[config.mk]
export PLATFORM = sky130hd
export DESIGN_NAME = fetch_unit_flat
export DESIGN_NICKNAME = d
export VERILOG_FILES = /design/src/rtl/fetch_unit_if.sv /design/src/rtl/fetch_unit.sv /design/src/flat_wrapper.sv
export SDC_FILE = /design/constraint.sdc
export NUM_CORES = 1
export LEC_CHECK = 0
export BUFFER_PORTS_ARGS = -buffer_cell sky130_fd_sc_hd__buf_2
export CAP_MARGIN = 20
export CORE_ASPECT_RATIO = 1.1
export CORE_MARGIN = 1
export CORE_UTILIZATION = 52
export CTS_CLUSTER_SIZE = 24
export DETAILED_ROUTE_END_ITERATION = 16
export GPL_TIMING_DRIVEN = 0
export HOLD_SLACK_MARGIN = 0.03
export PLACE_DENSITY = 0.8
export SETUP_SLACK_MARGIN = 0.5
export SLEW_MARGIN = 25
export SYNTH_ARGS = -nofsm -noshare
export SYNTH_HDL_FRONTEND = slang
export SYNTH_SLANG_ARGS = --single-unit
[constraint.sdc]
create_clock -name in_clk -period 10.8 [get_ports in_clk]
set_clock_uncertainty 0.15 [all_clocks]
set_input_delay 2.7 -clock in_clk [delete_from_list [all_inputs] [get_ports in_clk]]
set_output_delay 2.7 -clock in_clk [all_outputs]
set_load 0.02 [all_outputs]
[src/rtl/fetch_unit_if.sv]
// Fetch unit bus: dispatch control, instruction-memory handshake and queue-head outputs.
// The master modport is the fetch unit's view; slave is the surrounding pipeline/memory.
interface fetch_unit_if;
    logic        in_stall;
    logic        in_redirect;
    logic [63:0] in_redirect_pc;
    logic        out_imem_req;
    logic [63:0] out_imem_addr;
    logic        in_imem_gnt;
    logic        in_imem_valid;
    logic [31:0] in_imem_data;
    logic [31:0] out_fetch_insnbits;
    logic [63:0] out_fetch_pc;
    logic        out_fetch_done;
    logic        out_halted;

    modport master (
        input  in_stall, in_redirect, in_redirect_pc, in_imem_gnt, in_imem_valid, in_imem_data,
        output out_imem_req, out_imem_addr, out_fetch_insnbits, out_fetch_pc, out_fetch_done,
        output out_halted
    );

    modport slave (
        output in_stall, in_redirect, in_redirect_pc, in_imem_gnt, in_imem_valid, in_imem_data,
        input  out_imem_req, out_imem_addr, out_fetch_insnbits, out_fetch_pc, out_fetch_done,
        input  out_halted
    );
endinterface

[src/rtl/fetch_unit.sv]
// Instruction fetch unit: one outstanding imem request, small in-order instruction queue,
// static B/BL target computation, HLT detection and redirect flush.
module fetch_unit #(
    parameter logic [63:0] RESET_PC = 64'h0,
    parameter int          QDEPTH   = 2
) (
    input  logic         in_clk,
    input  logic         in_rst,
    fetch_unit_if.master bus
);
    localparam int CW = $clog2(QDEPTH + 1);

    typedef enum logic [1:0] {RUN, WAIT, DRAIN, HALT} state_e;

    state_e        state_q, state_d;
    logic [63:0]   pc_q, pc_d;
    logic          req_q, req_d;
    logic          halted_q, halted_d;
    logic [CW-1:0] count_q, count_d, count_pop;
    logic [63:0]   qpc_q   [QDEPTH];
    logic [63:0]   qpc_d   [QDEPTH];
    logic [31:0]   qinsn_q [QDEPTH];
    logic [31:0]   qinsn_d [QDEPTH];
    logic          pop, enq, is_hlt, is_branch;
    logic [63:0]   next_pc;

    always_comb begin
        is_hlt    = (bus.in_imem_data[31:21] == 11'b11010100010) && (bus.in_imem_data[4:0] == 5'b0);
        // B (000101) and BL (100101) differ only in bit 31
        is_branch = (bus.in_imem_data[30:26] == 5'b00101);
        next_pc   = is_branch ? pc_q + {{36{bus.in_imem_data[25]}}, bus.in_imem_data[25:0], 2'b00}
                              : pc_q + 64'd4;
    end

    always_comb begin
        // NOTE: every signal gets a default first so no path leaves one unassigned (no latches).
        state_d   = state_q;
        pc_d      = pc_q;
        halted_d  = halted_q;
        count_d   = count_q;
        count_pop = count_q;
        qpc_d     = qpc_q;
        qinsn_d   = qinsn_q;
        pop       = 1'b0;
        enq       = 1'b0;

        if (bus.in_redirect) begin
            // Redirect wins over any same-cycle response, enqueue or pop.
            pc_d     = bus.in_redirect_pc;
            halted_d = 1'b0;
            count_d  = '0;
            case (state_q)
                WAIT, DRAIN: state_d = bus.in_imem_valid ? RUN : DRAIN;
                default:     state_d = RUN;
            endcase
        end else begin
            pop = (count_q != '0) && !bus.in_stall;
            case (state_q)
                RUN: if (req_q && bus.in_imem_gnt) state_d = WAIT;
                WAIT: begin
                    if (bus.in_imem_valid) begin
                        enq  = 1'b1;
                        pc_d = next_pc;
                        if (is_hlt) begin
                            state_d  = HALT;
                            halted_d = 1'b1;
                        end else begin
                            state_d = RUN;
                        end
                    end
                end
                DRAIN: if (bus.in_imem_valid) state_d = RUN;
                default: state_d = HALT;
            endcase

            count_pop = count_q - CW'(pop);
            if (pop) begin
                for (int i = 0; i < QDEPTH - 1; i++) begin
                    qpc_d[i]   = qpc_q[i+1];
                    qinsn_d[i] = qinsn_q[i+1];
                end
            end
            if (enq) begin
                for (int i = 0; i < QDEPTH; i++) begin
                    if (count_pop == CW'(i)) begin
                        qpc_d[i]   = pc_q;
                        qinsn_d[i] = bus.in_imem_data;
                    end
                end
            end
            count_d = count_pop + CW'(enq);
        end

        // Credit check on next occupancy keeps the queue from ever overflowing.
        req_d = (state_d == RUN) && (count_d < CW'(QDEPTH));
    end

    always_ff @(posedge in_clk or posedge in_rst) begin
        // NOTE: sequential state uses non-blocking assignments so all flops update together.
        if (in_rst) begin
            state_q  <= RUN;
            pc_q     <= RESET_PC;
            req_q    <= 1'b0;
            halted_q <= 1'b0;
            count_q  <= '0;
        end else begin
            state_q  <= state_d;
            pc_q     <= pc_d;
            req_q    <= req_d;
            halted_q <= halted_d;
            count_q  <= count_d;
        end
    end

    // NOTE: queue payload is not reset; count_q gates every read of it.
    always_ff @(posedge in_clk) begin
        qpc_q   <= qpc_d;
        qinsn_q <= qinsn_d;
    end

    assign bus.out_imem_req       = req_q;
    assign bus.out_imem_addr      = req_q ? pc_q : 64'h0;
    assign bus.out_fetch_done     = (count_q != '0);
    assign bus.out_fetch_insnbits = bus.out_fetch_done ? qinsn_q[0] : 32'h0;
    assign bus.out_fetch_pc       = bus.out_fetch_done ? qpc_q[0] : 64'h0;
    assign bus.out_halted         = halted_q;
endmodule

[src/flat_wrapper.sv]
// flat-port wrapper written by rule: the top's interface ports become plain ports
module fetch_unit_flat 
#(
    parameter logic [63:0] RESET_PC = 64'h0,
    parameter int          QDEPTH   = 2
)
  (in_clk, in_rst, bus_in_stall, bus_in_redirect, bus_in_redirect_pc, bus_in_imem_gnt, bus_in_imem_valid, bus_in_imem_data, bus_out_imem_req, bus_out_imem_addr, bus_out_fetch_insnbits, bus_out_fetch_pc, bus_out_fetch_done, bus_out_halted);
  fetch_unit_if bus_i ();
  input  logic in_clk;
  input  logic in_rst;
  input wire logic [$bits(bus_i.in_stall)-1:0] bus_in_stall;
  input wire logic [$bits(bus_i.in_redirect)-1:0] bus_in_redirect;
  input wire logic [$bits(bus_i.in_redirect_pc)-1:0] bus_in_redirect_pc;
  input wire logic [$bits(bus_i.in_imem_gnt)-1:0] bus_in_imem_gnt;
  input wire logic [$bits(bus_i.in_imem_valid)-1:0] bus_in_imem_valid;
  input wire logic [$bits(bus_i.in_imem_data)-1:0] bus_in_imem_data;
  output wire logic [$bits(bus_i.out_imem_req)-1:0] bus_out_imem_req;
  output wire logic [$bits(bus_i.out_imem_addr)-1:0] bus_out_imem_addr;
  output wire logic [$bits(bus_i.out_fetch_insnbits)-1:0] bus_out_fetch_insnbits;
  output wire logic [$bits(bus_i.out_fetch_pc)-1:0] bus_out_fetch_pc;
  output wire logic [$bits(bus_i.out_fetch_done)-1:0] bus_out_fetch_done;
  output wire logic [$bits(bus_i.out_halted)-1:0] bus_out_halted;
  assign bus_i.in_stall = bus_in_stall;
  assign bus_i.in_redirect = bus_in_redirect;
  assign bus_i.in_redirect_pc = bus_in_redirect_pc;
  assign bus_i.in_imem_gnt = bus_in_imem_gnt;
  assign bus_i.in_imem_valid = bus_in_imem_valid;
  assign bus_i.in_imem_data = bus_in_imem_data;
  assign bus_out_imem_req = bus_i.out_imem_req;
  assign bus_out_imem_addr = bus_i.out_imem_addr;
  assign bus_out_fetch_insnbits = bus_i.out_fetch_insnbits;
  assign bus_out_fetch_pc = bus_i.out_fetch_pc;
  assign bus_out_fetch_done = bus_i.out_fetch_done;
  assign bus_out_halted = bus_i.out_halted;
  fetch_unit #(.RESET_PC(RESET_PC), .QDEPTH(QDEPTH)) u_core (.in_clk(in_clk), .in_rst(in_rst), .bus(bus_i));
endmodule
## After elaboration in Yosys (flattened, before gate mapping)

Cells that the tools add are included.
Widths: inputs -> output; s select.

- Register bits: 262
- Bits of input ports: 102
- Output and inout port bits: 163
- Word-level logic and storage cells: 68

- $add $sub $neg: 4
- Order comparisons: 1
- Equal/unequal tests: 5
- Multiplexer cells: 31
- Bitwise operators: 1
- Reductions and logical operators: 17

Operator list:

| operator | number |
|---|---|
| $mux 64 | 10 |
| $mux 128 | 1 |
| $mux 32 | 4 |
| $add 64x3->64 const B | 1 |
| $add 64x64->64 | 1 |
| $mux 2 | 8 |
| $eq 11x11->1 const B | 1 |
| $reduce_bool 2->1 | 4 |
| $mux 1 | 7 |
| $logic_not 2->1 | 3 |
| $pmux 2 s3 | 1 |
| $reduce_and 3->1 | 2 |
| $eq 5x3->1 const B | 1 |
| $logic_not 5->1 | 1 |
| $eq 2x1->1 const B | 2 |
| $logic_and 1x1->1 | 4 |
| $add 2x1->2 | 1 |
| $eq 2x2->1 const B | 1 |
| $lt 2x2->1 const B | 1 |
| $reduce_and 2->1 | 1 |
| $reduce_or 2->1 | 1 |
| $sub 2x1->2 | 1 |
| $logic_not 1->1 | 1 |
| $not 1->1 | 1 |

## Logic depth before layout (Yosys ltp)

- Depth after elaboration: 8
- Mapped depth: 17
- Mapped depth without buffers: 13

## Least setup slack after synthesis

OpenSTA, ideal clock, no wires.

- Path type: input to register
- Start point: input bus_in_stall
- End point: register u_core.qinsn_q[0] (netlist bit) (enable)
- Arrival time: 13.051 ns
- Path slack: -3.188 ns
- Cell stages on the path: 5
- Cell sequence: nor2b_1 clkbuf_1 clkbuf_1 ha_1 nor4_1

- Word-level cells in the longest chain between the ends: 5

Ends and longest elaborated chain:

| element | line | RTL |
|---|---|---|
| start: declaration | flat_wrapper.sv:11 | `input wire logic [$bits(bus_i.in_stall)-1:0] bus_in_stall;` |
| $logic_not 1->1 | fetch_unit.sv:57 | `pop = (count_q != '0) && !bus.in_stall;` |
| $logic_and 1x1->1 | fetch_unit.sv:57 |  |
| $sub 2x1->2 | fetch_unit.sv:76 | `count_pop = count_q - CW'(pop);` |
| $eq 2x1->1 | fetch_unit.sv:85 | `if (count_pop == CW'(i)) begin` |
| $reduce_and 3->1 (no line) | - |  |
| end signal: assignment | fetch_unit.sv:118 | `qinsn_q <= qinsn_d;` |
| end: declaration | fetch_unit.sv:22 | `logic [31:0] qinsn_q [QDEPTH];` |

Every way passes these cells.
A chain may end at the register's enable or synchronous reset.

## Worst setup path in the final report

- Start point: input bus_in_imem_data[29]
- End point: register u_core.pc_q[52]

- Word-level cells in the longest chain between the ends: 5

Ends and longest elaborated chain:

| element | line | RTL |
|---|---|---|
| start: declaration | flat_wrapper.sv:16 | `input wire logic [$bits(bus_i.in_imem_data)-1:0] bus_in_imem_data;` |
| $eq 5x3->1 | fetch_unit.sv:30 | `is_branch = (bus.in_imem_data[30:26] == 5'b00101);` |
| $mux 64 | fetch_unit.sv:31 | `next_pc = is_branch ? pc_q + {{36{bus.in_imem_data[25]}}, bus.in_imem_data[25:0], 2'b00}` |
| $mux 64 | fetch_unit.sv:61 | `if (bus.in_imem_valid) begin` |
| $mux 64 | fetch_unit.sv:58 | `case (state_q)` |
| $mux 64 | fetch_unit.sv:47 | `if (bus.in_redirect) begin` |
| end signal: assignment | fetch_unit.sv:108 | `pc_q <= pc_d;` |
| end: declaration | fetch_unit.sv:16 | `logic [63:0] pc_q, pc_d;` |

Every way passes these cells. The select of a mux whose other input is x is not followed.

==> impl_metrics.csv <==
group,metric,value,unit
global_routing,grt_pass1_wl,81.2,mm
floorplanning,start_util,0.528,
global_routing,grt_max_degree,48,
clocking,clk_latency,0.56,ns
setup_path,cpMostUsedCell,"buf_2",
detailed_routing,ant_nets,0,
clocking,clk_path_buf_depth,3,
logic_synthesis,syn_avg_cell_area,9.80,um^2
clocking,numCtsBuffers,27,
clocking,cts_setup_buffers,0,
detailed_routing,wire_per_inst,22.9,um
placed_design,place.gp.congestion,0.988,
clocking,clk_pin_slew,0.07,ns
detailed_routing,routed_wl,54.6,mm
floorplanning,die_w,170,um
setup_path,crit_family,"compound AO/OA/AOI/OAI gates",
placed_design,place_hpwl,40.8,mm
run,cap_violations,0,
setup_path,cp_slowest_cell,"a221oi_1",
logic_synthesis,ys_warn_count,0,
logic_synthesis,synth-main-ff-cell,"edfxtp_1",
floorplanning,fp.dieArea,31700,um^2
sta,hold_viol_final,0,
detailed_routing,drtPass1Iterations,6,
setup_path,crit_path_end_kind,"register",
clocking,cts_tree,"done",
setup_path,max_stage_delay,0.44,ns
setup_path,reg2reg_slack,5.03,ns
detailed_routing,drt_iter0_drc,1383,
sta,rsz0062_at_grt,"no",
sta,worstMarginPinSlew,1.10,ns
setup_path,cp_max_fo,10,
setup_path,path_cells,"buf_2 -> nand4bb_4 -> buf_2 -> nor2_1 -> clkbuf_1 -> and2_1 -> ha_1 -> buf_2 -> a21oi_1 -> o21bai_1 -> a221oi_1 -> o211ai_1 -> a31oi_4 -> nand2_1 -> mux2i_1 -> xor2_1 -> o21ai_0",
logic_synthesis,seq_area_frac_synth,0.467,
sta,whs,0.285,ns
floorplanning,die_h,187,um
finish,nets,2086,
clocking,cts_root_buffer,"clkbuf_16",
detailed_routing,vias_per_cell,6.05,
logic_synthesis,synthArstFlopShare,0.267,
setup_path,crit_buf_inv,4,
floorplanning,pin_count,265,
sta,timing.slew.headroom,0.269,
sta,setup_viol,0,
clocking,cts_resized,0,
sta,fmaxAchievable,141,MHz
finish,layout_common_cells,"buf_2 (295), and2_1 (192), edfxtp_1 (192), nor2_1 (179), a21oi_1 (159)",
finish,register_area,7520,um^2
finish,syn_to_final_growth,17.7,%
logic_synthesis,synth_nets,1779,
placed_design,io_buffers,264,
sta,drv_slew,0,
global_routing,track_usage,0.338,
min_path,hold_path_class,"reg -> reg",
global_routing,overflow,0,
setup_path,criticalPathCategory,"in -> reg",
floorplanning,fp-row-count,67,
logic_synthesis,synth_cells,1645,
sta,period_share,0.656,
sta,setup_ws,3.72,ns
power_and_ir_drop,peakVddDrop,145,uV
finish,drive_gt1_frac,0.204,
power_and_ir_drop,power_density,214,nW/um^2
clocking,ctsHtreeMaxLevel,1,
placed_design,dp.cells,2337,
finish,mostFrequentLayoutCell,"buf_2",
detailed_routing,drcViolationCount,0,
floorplanning,core_area,30500,um^2
global_routing,grt_pass1_vias,14099,
logic_synthesis,synth_area,16100,um^2
run_status,outcome,"completed",
setup_path,cp.required,11.03,ns
sta,setup_tns,0,ns
finish,multi_input_area,7970,um^2
placed_design,dp_slack,3.20,ns
sta,min_period,7.08,ns
clocking,cts_hold_buf,0,
global_routing,antenna_found_initial,1,
logic_synthesis,yosysUniqueCellTypes,90,
setup_path,crit_path_start_kind,"input pin",
detailed_routing,vias,14444,
logic_synthesis,ys_seq_elements,262,
logic_synthesis,synth_edf_count,192,
power_and_ir_drop,p_leak,7.58,nW
setup_path,worstPathArrival,7.31,ns
clocking,clock-sinks,262,
finish,n_fill_cell,2640,
finish,final_cells,2388,
==> final timing paths <==
path / endpoint / depth (start not counted) / start
hold / removal: u_core.qpc_q[47] / 0 / u_core.pc_q[47]
min in group asynchronous: u_core.pc_q[14] / 2 / in_rst
setup / recovery: u_core.pc_q[52] / 17 / bus_in_imem_data[29]
setup reg to reg: u_core.qinsn_q[58] / 13 / u_core.count_q[1]
hold reg to reg: u_core.qpc_q[47] / 0 / u_core.pc_q[47]
max in group asynchronous: u_core.pc_q[40] / 3 / in_rst
==> metrics by stage <==
step | power [W] | utilization | area, um^2
floorplan | 0.00259 | - | 16100
global placement | 0.00312 | 0.589 | 18000
detailed placement | 0.00318 | 0.595 | 18100
CTS | 0.00406 | 0.621 | 19000
global route | 0.00425 | 0.621 | 19000
finish | 0.00406 | 0.621 | 19000
==> worst reg2reg max path: stages, from the launching register on <==
cell	delay (ns)
dfrtp_1	0.36
or2_2	0.11
clkbuf_1	0.77
nor2b_1	0.22
clkbuf_1	0.66
clkbuf_1	0.66
ha_1	0.29
xor2_1	0.37
or3_1	0.17
clkbuf_1	0.12
clkbuf_1	0.82
clkbuf_1	0.62
nor2_1	0.14
a21oi_1	0.16
==> power by group <==
group / switching, W / internal, W / total (W)
logic: 0.00108 / 0.000609 / 0.00169
clock network: 0.000399 / 0.000483 / 0.000881
registers: 0.000133 / 0.00136 / 0.00149
==> state kept, by name, indices dropped and copies added, names as in the netlist <==
name	count
u_core.bus.out_halted	1
u_core.bus.out_imem_req	1
u_core.count_q	2
u_core.pc_q	64
u_core.qinsn_q	64
u_core.qpc_q	128
u_core.state_q	2
==> layout make-up <==
cell class	instances	share of cell area
clock buffer	34	0.0370
sequential	262	0.397
timing repair buffer	278	0.0788
tap	414	0.0273
clock inverter	16	0.00554
buffer	133	0.0310
multi-input combinational	1233	0.420
antenna	1	0.000132
inverter	17	0.00350
==> logic make-up after synthesis <==
| logic type | after synthesis | share of synthesized area |
|---|---|---|
| flip-flops | 262 | 0.467 |
| multiplexers | 140 | 0.0883 |
| AND/OR/NAND/NOR | 663 | 0.219 |
| XOR/XNOR | 52 | 0.0283 |
| AO/OA/AOI/OAI | 345 | 0.132 |
| buffers and inverters | 150 | 0.0401 |
| adder cells (fa/ha/maj) | 33 | 0.0259 |
==> metal layers <==
metal,share of wire,up-vias,GRT usage
met2,0.49,742,0.573
met1,0.40,7015,0.434
li1,-,6551,-
met4,0.043,0,0.145
met5,0,-,0
met3,0.074,136,0.0409
==> synth_stat cells, types with 5 or more instances <==
cell type    n  share of area
and2_1     192          0.075
edfxtp_1   192           0.36
nor2_1     179          0.042
a21oi_1    159          0.049
mux2i_1    123          0.076
nand2_1     94          0.022
clkbuf_1    80          0.019
dfrtp_1     70           0.11
o21ai_0     57          0.018
nor3_1      34          0.011
buf_2       31         0.0096
ha_1        31          0.024
nand3_1     31         0.0096
xnor2_1     30          0.016
nand4_1     22         0.0085
xor2_1      22          0.012
nor4_1      20         0.0078
a31oi_1     19         0.0074
or3_1       19         0.0074
a21o_1      17         0.0079
mux2_2      17          0.012
inv_1       16         0.0037
nor2b_1     16         0.0062
buf_1       14         0.0033
and3_1      12         0.0047
o21ai_1     11         0.0034
a211o_1      7         0.0038
nand2b_1     6         0.0023
o211ai_1     6         0.0028
and4_1       5         0.0027
buf_4        5         0.0023
No activity file was read; power rests on OpenSTA's default activity.
